**config.mk**
```make
export PLATFORM = sky130hd
export DESIGN_NAME = ahb_2m1s_arbiter_flat
export DESIGN_NICKNAME = d
export VERILOG_FILES = /design/src/rtl/ahb_2m1s_arbiter_if.sv /design/src/rtl/ahb_2m1s_arbiter.sv /design/src/flat_wrapper.sv
export SDC_FILE = /design/constraint.sdc
export NUM_CORES = 1
export LEC_CHECK = 0
export BUFFER_PORTS_ARGS = -buffer_cell sky130_fd_sc_hd__buf_4
export CAP_MARGIN = 40
export CORE_AREA = 10 10 190 192
export CTS_CLUSTER_DIAMETER = 80
export DETAILED_ROUTE_END_ITERATION = 8
export DIE_AREA = 0 0 200 202
export GPL_TIMING_DRIVEN = 0
export PLACE_DENSITY_LB_ADDON = 0.2
export SYNTH_ARGS = -nofsm -noshare
export SYNTH_HDL_FRONTEND = slang
export SYNTH_SLANG_ARGS = --single-unit
```
**constraint.sdc**
```tcl
create_clock -name HCLK -period 6.5 [get_ports HCLK]
set_clock_uncertainty 0.2 [all_clocks]
set_input_delay 0.975 -clock HCLK [delete_from_list [all_inputs] [get_ports HCLK]]
set_output_delay 0.975 -clock HCLK [all_outputs]
set_load 0.05 [all_outputs]
```
**src/rtl/ahb_2m1s_arbiter_if.sv**
```systemverilog
// Bus bundle for the two-master / one-slave AHB-Lite arbiter.
// The slave modport is the arbiter's view; the master modport is the view of the surrounding fabric.
interface ahb_2m1s_arbiter_if #(
  parameter int unsigned SZ = 64
);
  logic [31:0]   HADDR_M1,  HADDR_M2;
  logic [1:0]    HTRANS_M1, HTRANS_M2;
  logic          HWRITE_M1, HWRITE_M2;
  logic [2:0]    HSIZE_M1,  HSIZE_M2;
  logic [SZ-1:0] HWDATA_M1, HWDATA_M2;
  logic          HREADY_M1, HREADY_M2;
  logic          HRESP_M1,  HRESP_M2;
  logic [SZ-1:0] HRDATA_M1, HRDATA_M2;

  logic [31:0]   HADDR;
  logic [1:0]    HTRANS;
  logic          HWRITE;
  logic [2:0]    HSIZE;
  logic [SZ-1:0] HWDATA;
  logic          HREADY;
  logic          HRESP;
  logic [SZ-1:0] HRDATA;

  modport slave (
    input  HADDR_M1, HADDR_M2, HTRANS_M1, HTRANS_M2, HWRITE_M1, HWRITE_M2,
           HSIZE_M1, HSIZE_M2, HWDATA_M1, HWDATA_M2, HREADY, HRESP, HRDATA,
    output HREADY_M1, HREADY_M2, HRESP_M1, HRESP_M2, HRDATA_M1, HRDATA_M2,
           HADDR, HTRANS, HWRITE, HSIZE, HWDATA
  );

  modport master (
    output HADDR_M1, HADDR_M2, HTRANS_M1, HTRANS_M2, HWRITE_M1, HWRITE_M2,
           HSIZE_M1, HSIZE_M2, HWDATA_M1, HWDATA_M2, HREADY, HRESP, HRDATA,
    input  HREADY_M1, HREADY_M2, HRESP_M1, HRESP_M2, HRDATA_M1, HRDATA_M2,
           HADDR, HTRANS, HWRITE, HSIZE, HWDATA
  );
endinterface

```
**src/rtl/ahb_2m1s_arbiter.sv**
```systemverilog
// AHB-Lite arbiter sharing one slave between IFU (M1) and LSU (M2); a losing master's
// address phase is buffered so that master never sees a false data-phase extension.
module ahb_2m1s_arbiter #(
  parameter int unsigned SZ       = 64,
  parameter bit          ARB_MODE = 1'b1
) (
  input logic               HCLK,
  input logic               HRESET,
  ahb_2m1s_arbiter_if.slave bus
);
  typedef enum logic [1:0] {OWN_NONE, OWN_M1, OWN_M2} own_e;
  typedef enum logic {RR_M1, RR_M2} rr_e;

  own_e        r_dph_own;
  rr_e         r_rr_last;
  logic        r_pend1, r_pend2;
  logic [31:0] r_paddr1, r_paddr2;
  logic        r_pwrite1, r_pwrite2;
  logic [2:0]  r_psize1, r_psize2;
  logic [31:0] r_haddr;
  logic [1:0]  r_htrans;
  logic        r_hwrite;
  logic [2:0]  r_hsize;

  logic        w_rdy1, w_rdy2, w_live1, w_live2, w_req1, w_req2, w_gnt1, w_gnt2;
  logic [31:0] w_haddr;
  logic [1:0]  w_htrans;
  logic        w_hwrite;
  logic [2:0]  w_hsize;
  logic        w_unused;

  assign w_unused = &{1'b0, bus.HTRANS_M1[0], bus.HTRANS_M2[0]};

  always_comb begin
    w_rdy1  = r_pend1 ? 1'b0 : (r_dph_own == OWN_M1) ? bus.HREADY : 1'b1;
    w_rdy2  = r_pend2 ? 1'b0 : (r_dph_own == OWN_M2) ? bus.HREADY : 1'b1;
    w_live1 = w_rdy1 & bus.HTRANS_M1[1];
    w_live2 = w_rdy2 & bus.HTRANS_M2[1];
    w_req1  = r_pend1 | w_live1;
    w_req2  = r_pend2 | w_live2;
    w_gnt1  = 1'b0;
    w_gnt2  = 1'b0;
    if (bus.HREADY && !HRESET) begin
      if (w_req1 && w_req2) begin
        if (!ARB_MODE || r_rr_last == RR_M2) w_gnt1 = 1'b1;
        else                                 w_gnt2 = 1'b1;
      end else begin
        w_gnt1 = w_req1;
        w_gnt2 = w_req2;
      end
    end
  end

  // While the slave stalls, the bus shows the address phase registered at the last ready cycle.
  always_comb begin
    w_haddr  = '0;
    w_htrans = '0;
    w_hwrite = 1'b0;
    w_hsize  = '0;
    if (HRESET) begin
      w_htrans = '0;
    end else if (!bus.HREADY) begin
      w_haddr  = r_haddr;
      w_htrans = r_htrans;
      w_hwrite = r_hwrite;
      w_hsize  = r_hsize;
    end else if (w_gnt1) begin
      w_htrans = 2'b10;
      w_haddr  = r_pend1 ? r_paddr1  : bus.HADDR_M1;
      w_hwrite = r_pend1 ? r_pwrite1 : bus.HWRITE_M1;
      w_hsize  = r_pend1 ? r_psize1  : bus.HSIZE_M1;
    end else if (w_gnt2) begin
      w_htrans = 2'b10;
      w_haddr  = r_pend2 ? r_paddr2  : bus.HADDR_M2;
      w_hwrite = r_pend2 ? r_pwrite2 : bus.HWRITE_M2;
      w_hsize  = r_pend2 ? r_psize2  : bus.HSIZE_M2;
    end
  end

  always_ff @(posedge HCLK or posedge HRESET) begin
    if (HRESET) begin
      r_dph_own <= OWN_NONE;
      r_rr_last <= RR_M2;
      r_pend1   <= 1'b0;
      r_pend2   <= 1'b0;
      r_paddr1  <= '0;
      r_paddr2  <= '0;
      r_pwrite1 <= 1'b0;
      r_pwrite2 <= 1'b0;
      r_psize1  <= '0;
      r_psize2  <= '0;
      r_haddr   <= '0;
      r_htrans  <= '0;
      r_hwrite  <= 1'b0;
      r_hsize   <= '0;
    end else begin
      if (w_live1 && !w_gnt1) begin
        r_pend1   <= 1'b1;
        r_paddr1  <= bus.HADDR_M1;
        r_pwrite1 <= bus.HWRITE_M1;
        r_psize1  <= bus.HSIZE_M1;
      end else if (r_pend1 && w_gnt1) begin
        r_pend1 <= 1'b0;
      end
      if (w_live2 && !w_gnt2) begin
        r_pend2   <= 1'b1;
        r_paddr2  <= bus.HADDR_M2;
        r_pwrite2 <= bus.HWRITE_M2;
        r_psize2  <= bus.HSIZE_M2;
      end else if (r_pend2 && w_gnt2) begin
        r_pend2 <= 1'b0;
      end
      if (bus.HREADY) begin
        r_dph_own <= w_gnt1 ? OWN_M1 : w_gnt2 ? OWN_M2 : OWN_NONE;
        r_haddr   <= w_haddr;
        r_htrans  <= w_htrans;
        r_hwrite  <= w_hwrite;
        r_hsize   <= w_hsize;
        if (w_gnt1)      r_rr_last <= RR_M1;
        else if (w_gnt2) r_rr_last <= RR_M2;
      end
    end
  end

  assign bus.HREADY_M1 = w_rdy1;
  assign bus.HREADY_M2 = w_rdy2;
  assign bus.HRESP_M1  = (r_dph_own == OWN_M1) & bus.HRESP;
  assign bus.HRESP_M2  = (r_dph_own == OWN_M2) & bus.HRESP;
  assign bus.HRDATA_M1 = bus.HRDATA;
  assign bus.HRDATA_M2 = bus.HRDATA;
  assign bus.HADDR     = w_haddr;
  assign bus.HTRANS    = w_htrans;
  assign bus.HWRITE    = w_hwrite;
  assign bus.HSIZE     = w_hsize;
  assign bus.HWDATA    = (r_dph_own == OWN_M1) ? bus.HWDATA_M1 :
                         (r_dph_own == OWN_M2) ? bus.HWDATA_M2 : '0;
endmodule

```
**src/flat_wrapper.sv**
```systemverilog
// flat-port wrapper written by rule: the top's interface ports become plain ports
module ahb_2m1s_arbiter_flat 
#(
  parameter int unsigned SZ       = 64,
  parameter bit          ARB_MODE = 1'b1
)
  (HCLK, HRESET, bus_HADDR_M1, bus_HADDR_M2, bus_HTRANS_M1, bus_HTRANS_M2, bus_HWRITE_M1, bus_HWRITE_M2, bus_HSIZE_M1, bus_HSIZE_M2, bus_HWDATA_M1, bus_HWDATA_M2, bus_HREADY, bus_HRESP, bus_HRDATA, bus_HREADY_M1, bus_HREADY_M2, bus_HRESP_M1, bus_HRESP_M2, bus_HRDATA_M1, bus_HRDATA_M2, bus_HADDR, bus_HTRANS, bus_HWRITE, bus_HSIZE, bus_HWDATA);
  ahb_2m1s_arbiter_if #(.SZ(SZ)) bus_i ();
  input logic HCLK;
  input logic HRESET;
  input wire logic [$bits(bus_i.HADDR_M1)-1:0] bus_HADDR_M1;
  input wire logic [$bits(bus_i.HADDR_M2)-1:0] bus_HADDR_M2;
  input wire logic [$bits(bus_i.HTRANS_M1)-1:0] bus_HTRANS_M1;
  input wire logic [$bits(bus_i.HTRANS_M2)-1:0] bus_HTRANS_M2;
  input wire logic [$bits(bus_i.HWRITE_M1)-1:0] bus_HWRITE_M1;
  input wire logic [$bits(bus_i.HWRITE_M2)-1:0] bus_HWRITE_M2;
  input wire logic [$bits(bus_i.HSIZE_M1)-1:0] bus_HSIZE_M1;
  input wire logic [$bits(bus_i.HSIZE_M2)-1:0] bus_HSIZE_M2;
  input wire logic [$bits(bus_i.HWDATA_M1)-1:0] bus_HWDATA_M1;
  input wire logic [$bits(bus_i.HWDATA_M2)-1:0] bus_HWDATA_M2;
  input wire logic [$bits(bus_i.HREADY)-1:0] bus_HREADY;
  input wire logic [$bits(bus_i.HRESP)-1:0] bus_HRESP;
  input wire logic [$bits(bus_i.HRDATA)-1:0] bus_HRDATA;
  output wire logic [$bits(bus_i.HREADY_M1)-1:0] bus_HREADY_M1;
  output wire logic [$bits(bus_i.HREADY_M2)-1:0] bus_HREADY_M2;
  output wire logic [$bits(bus_i.HRESP_M1)-1:0] bus_HRESP_M1;
  output wire logic [$bits(bus_i.HRESP_M2)-1:0] bus_HRESP_M2;
  output wire logic [$bits(bus_i.HRDATA_M1)-1:0] bus_HRDATA_M1;
  output wire logic [$bits(bus_i.HRDATA_M2)-1:0] bus_HRDATA_M2;
  output wire logic [$bits(bus_i.HADDR)-1:0] bus_HADDR;
  output wire logic [$bits(bus_i.HTRANS)-1:0] bus_HTRANS;
  output wire logic [$bits(bus_i.HWRITE)-1:0] bus_HWRITE;
  output wire logic [$bits(bus_i.HSIZE)-1:0] bus_HSIZE;
  output wire logic [$bits(bus_i.HWDATA)-1:0] bus_HWDATA;
  assign bus_i.HADDR_M1 = bus_HADDR_M1;
  assign bus_i.HADDR_M2 = bus_HADDR_M2;
  assign bus_i.HTRANS_M1 = bus_HTRANS_M1;
  assign bus_i.HTRANS_M2 = bus_HTRANS_M2;
  assign bus_i.HWRITE_M1 = bus_HWRITE_M1;
  assign bus_i.HWRITE_M2 = bus_HWRITE_M2;
  assign bus_i.HSIZE_M1 = bus_HSIZE_M1;
  assign bus_i.HSIZE_M2 = bus_HSIZE_M2;
  assign bus_i.HWDATA_M1 = bus_HWDATA_M1;
  assign bus_i.HWDATA_M2 = bus_HWDATA_M2;
  assign bus_i.HREADY = bus_HREADY;
  assign bus_i.HRESP = bus_HRESP;
  assign bus_i.HRDATA = bus_HRDATA;
  assign bus_HREADY_M1 = bus_i.HREADY_M1;
  assign bus_HREADY_M2 = bus_i.HREADY_M2;
  assign bus_HRESP_M1 = bus_i.HRESP_M1;
  assign bus_HRESP_M2 = bus_i.HRESP_M2;
  assign bus_HRDATA_M1 = bus_i.HRDATA_M1;
  assign bus_HRDATA_M2 = bus_i.HRDATA_M2;
  assign bus_HADDR = bus_i.HADDR;
  assign bus_HTRANS = bus_i.HTRANS;
  assign bus_HWRITE = bus_i.HWRITE;
  assign bus_HSIZE = bus_i.HSIZE;
  assign bus_HWDATA = bus_i.HWDATA;
  ahb_2m1s_arbiter #(.SZ(SZ), .ARB_MODE(ARB_MODE)) u_core (.HCLK(HCLK), .HRESET(HRESET), .bus(bus_i));
endmodule
```
======== Word-level counts from Yosys, hierarchy flattened ========
Cells that the tools add are included.
cells by class
  equality and inequality tests ........... 2
  mux-type cells .......................... 41
  bitwise operators ....................... 6
  reductions and logical operators ........ 13
operators with widths
  cell                                           number
  2-to-1 mux 32 bit                              6
  2-to-1 mux 64 bit                              2
  2-to-1 mux 1 bit                               22
  2-to-1 mux 3 bit                               6
  2-to-1 mux 2 bit                               5
  logical AND 1 bit                              6
  nonzero test 2 bit                             3
  AND 1 bit                                      4
  zero test 1 bit                                3
  == test 2 x 1 -> 1 bit, second input constant  1
  == test 2 bit, second input constant           1
  OR 1 bit                                       2
  AND reduction 2 bit                            1
word-level totals
  register bits after elaboration ......... 115
  input bits .............................. 272
  output and inout bits ................... 234
  logic and storage cells ................. 76

======== Longest topological paths before layout ========
  depth in word-level cells ............... 12
  gate-level depth with buffers ........... 7

======== Worst setup path before layout ========
OpenSTA, ideal clock, no wires.
  path kind ............................... input port to output port
  from .................................... input HRESET
  to ...................................... output bus_HTRANS[0]
  data arrival time ....................... 5516 ps
  setup slack ............................. -191 ps
  stages on the path ...................... 4
  path buffers ............................ 2
  cell sequence ........................... buf_4 -> inv_1 -> clkbuf_1 -> and2_1
between the ends
  cells in the longest elaborated chain, start to end .. 6
ends and longest elaborated chain
  item                  line                    text
  start, declared       flat_wrapper.sv:10      input logic HRESET;
  zero test 1 bit       ahb_2m1s_arbiter.sv:43  if (bus.HREADY && !HRESET) begin
  logical AND 1 bit     ahb_2m1s_arbiter.sv:43
  2-to-1 mux 1 bit      ahb_2m1s_arbiter.sv:43
  2-to-1 mux 2 bit      ahb_2m1s_arbiter.sv:67  end else if (w_gnt1) begin
  2-to-1 mux 2 bit      ahb_2m1s_arbiter.sv:62  end else if (!bus.HREADY) begin
  2-to-1 mux 2 bit (*)  ahb_2m1s_arbiter.sv:60  if (HRESET) begin
  end, declared         flat_wrapper.sv:31      output wire logic [$bits(bus_i.HTRANS)-1:0] bus_HTRANS;
Every way passes the cells marked *; elsewhere a longest branch is shown, timed or not.

======== Worst setup path after layout ========
  from .................................... input bus_HREADY
  to ...................................... output bus_HADDR[0]
between the ends
  cells in the longest elaborated chain, start to end .. 11
  elaborated cells between the ends (all ways) .. 18
ends and longest elaborated chain
  item                                               line                                            text
  start, declared                                    flat_wrapper.sv:21                              input wire logic [$bits(bus_i.HREADY)-1:0] bus_HREADY;
  2-to-1 mux 1 bit (on tied branches) (2 in series)  ahb_2m1s_arbiter.sv:35, ahb_2m1s_arbiter.sv:36
  AND 1 bit (on tied branches)                       ahb_2m1s_arbiter.sv:37, ahb_2m1s_arbiter.sv:38
  OR 1 bit (on tied branches)                        ahb_2m1s_arbiter.sv:39, ahb_2m1s_arbiter.sv:40
  logical AND 1 bit                                  ahb_2m1s_arbiter.sv:44                          if (w_req1 && w_req2) begin
  2-to-1 mux 1 bit                                   ahb_2m1s_arbiter.sv:44
  2-to-1 mux 1 bit                                   ahb_2m1s_arbiter.sv:43
  2-to-1 mux 32 bit                                  ahb_2m1s_arbiter.sv:72                          end else if (w_gnt2) begin
  2-to-1 mux 32 bit                                  ahb_2m1s_arbiter.sv:67
  2-to-1 mux 32 bit (*)                              ahb_2m1s_arbiter.sv:62
  2-to-1 mux 32 bit (*)                              ahb_2m1s_arbiter.sv:60
  end, declared                                      flat_wrapper.sv:30                              output wire logic [$bits(bus_i.HADDR)-1:0] bus_HADDR;
Marks and branches as above.

==> reports/metrics.yaml <==
global_route:
  grt_usage_pct: 19.2
  gr-total-overflow: 0
  first_global_vias: 7701
  grt_max_degree: 74
  antenna_found_initial: 5
  grt_pass1_wl_microns: 56100
floorplan:
  core-area_sq_um: 32300
  dieArea_sq_um: 40400
  start_util_pct: 23.9
  ioPinCount: 506
  die_x_microns: 200
  rows: 66
  die_y_microns: 202
detailed_routing:
  post_drt_via_cell_ratio: 4.50
  firstDrtPassIters: 4
  via_count: 7272
  drc: 0
  antenna_left: 0
  first_iter_violations: 297
  wl_microns: 40700
  wl_per_cell_microns: 25.2
placement:
  place_hpwl_microns: 34300
  place_ws_ns: 2.16
  placed_area_sq_um: 11600
  routabilityCongestion: 0.852
  port_buffers: 438
worst_setup_path:
  cp.required_ns: 5.32
  critPathSlowestCell: "o221ai_1"
  critPathTopFamily: "buffers and inverters"
  cp_num_buf_inv: 5
  max_stage_delay_ns: 0.41
  critPathArrivalTime_ns: 3.03
  crit_chain: "buf_4 > nor2b_1 > buf_2 > buf_2 > nand2_1 > clkbuf_1 > o221ai_1 > buf_4"
  crit_path_start_kind: "input port"
  ff2ff_path_depth: 5
  timing.rr.end: "u_core.r_paddr2[29]"
  crit_type: "in2out"
  worstSetupEndpointType: "output pin"
  crit_fanout: 10
  rrSetupSlack_ns: 4.08
  rr_startpoint: "u_core.r_rr_last"
min_path:
  hp-start: "u_core.r_haddr[6]"
  hold_path.class: "reg2reg"
  hold-path-endpoint: "u_core.r_haddr[6]"
  worstHoldPathCells: 2
layout:
  drive_above_1_share_pct: 59.2
  syn2layout_area_growth_pct: 58.9
  fin_nets: 1430
  regArea_sq_um: 2880
  finish.instance_area_sq_um: 12300
  fin_util_pct: 38.0
  n_fill_cell: 3282
  multi_input_area_sq_um: 3590
power:
  ir_drop_mv: 0.199
  power_w: 0.00449
  power.density_nw_per_um2: 367
  p_leak_nw: 6.12
yosys:
  synth_nets: 966
  synthCells: 694
  yosys.cell_types.count: 36
  ys_seq_elements: 115
  synth-edff-count: 0
  yosysSeqAreaShare_pct: 37.3
  synth_area_sq_um: 7710
  synth.avg_cell_area_sq_um: 11.1
  ys_warn_count: 0
  ys_async_sr_fraction_pct: 100
  synth_ff_type: "dfrtp_1"
clock_network:
  cts_resized: 0
  clk_pin_slew_ns: 0.06
  htree_levels: 4
  cts_inserted_buffers: 17
  cts_tree: "built"
  cts_root_buffer: "clkbuf_16"
  clock_path_buffers: 2
  cts_hold_buf: 0
  clkLatencyLatePin_ns: 0.41
  clock-sinks: 115
  post_cts_buffers: 0
timing:
  hold_viol: 0
  fin_crit_sh_pct: 64.7
  setup_violations: 0
  fin_crit_ns: 4.21
  grt_setup_unrepaired: "false"
  tns_ns: 0
  slew_viol_final: 0
  setup_slack_ns: 2.29
  worstMarginPinSlew_ns: 0.784
  fmax_mhz: 238
  slew-limit-headroom_pct: 47.7
run:
  cap_viol_max_count: 0
run_status:
  status: "finished, final reports clean"
## power breakdown
part | internal, W | switching [W]
Clock | 0.000619 | 0.000340
Combinational | 0.000968 | 0.00139
Sequential | 0.00103 | 0.000147
## kinds of logic after synthesis
logic type	count (synthesis)	synth area share (%)
buffers and inverters	188	16.1
AO/OA/AOI/OAI	184	20.5
flip-flops	115	37.3
multiplexers	108	18.1
AND/OR/NAND/NOR	99	7.93
## how the worst max path moves through the flow
stage	from	end	slack, ns	cells past startpoint
after floorplan	HRESET	bus_HTRANS[0]	1.79	4
after global placement	HRESET	bus_HADDR[0]	0.74	6
after detailed placement	bus_HREADY	bus_HADDR[0]	2.16	8
after CTS	bus_HREADY	bus_HADDR[0]	2.16	8
after global routing	bus_HREADY	bus_HADDR[0]	2.06	8
final	bus_HREADY	bus_HADDR[0]	2.29	8
## cells in the mapped netlist, types with 4 or more instances
cell type,instances,share of area (%)
buf_4,130,13
clkbuf_1,40,1.9
a22oi_1,30,2.9
dfrtp_1,114,37
nand2b_1,67,5.4
buf_2,4,0.26
buf_6,6,0.88
nor2_1,8,0.39
o211ai_1,12,1.2
and2_1,7,0.57
a22o_1,65,7.4
o221ai_1,66,7.5
inv_1,5,0.24
mux2_2,12,1.8
mux2i_1,36,4.7
and3b_1,6,0.68
mux2_4,60,12
## final cells by class
cell class | count | area share (%)
antenna | 5 | 0.102
buffer | 183 | 10.1
clock buffer | 21 | 3.76
clock inverter | 10 | 1.08
inverter | 5 | 0.153
multi-input combinational | 391 | 29.3
sequential | 115 | 23.5
tap | 442 | 4.51
timing repair buffer | 445 | 27.5
## layout by cell type, fill, tap and decap left out, drive strengths merged, types with 12 or more instances in the layout
cell type  synthesis  final
mux2i             36     36
o221ai            66     66
clkbuf            41     62
mux2              72     72
buf              142    587
a22oi             30     30
nand2b            67     67
a22o              65     65
dfrtp            114    114
o211ai            12     12
## state kept, by name, summed over array words and instances (netlist names)
signal and flops:
u_core.r_dph_own 2, u_core.r_haddr 32, u_core.r_hsize 3, u_core.r_htrans 2
u_core.r_hwrite 1, u_core.r_paddr1 32, u_core.r_paddr2 32, u_core.r_pend1 1
u_core.r_pend2 1, u_core.r_psize1 3, u_core.r_psize2 3, u_core.r_pwrite1 1
u_core.r_pwrite2 1, u_core.r_rr_last 1
## worst reg2reg max path, delay by kind of cell (launching register included)
| kind | cells | cell delay, ns |
|---|---|---|
| flops | 1 | 0.56 |
| compound gates | 2 | 0.81 |
| buf+inv | 2 | 0.40 |
| mux | 1 | 0.32 |
## layer usage
metal	track usage [%]	share of wire (%)
met1	22.4	40
met2	34.7	52
met3	4.57	6.1
met4	3.79	1.1
met5	0	0
## metrics by stage
stage / std cells / hold WS, ns
CTS: 1612 / 0.290
global route: 1617 / 0.297
global placement: 1574 / 0.266
finish: 1617 / 0.284
detailed placement: 1581 / 0.269
floorplan: 694 / 0.252
Power figures use the tool's default switching activity.
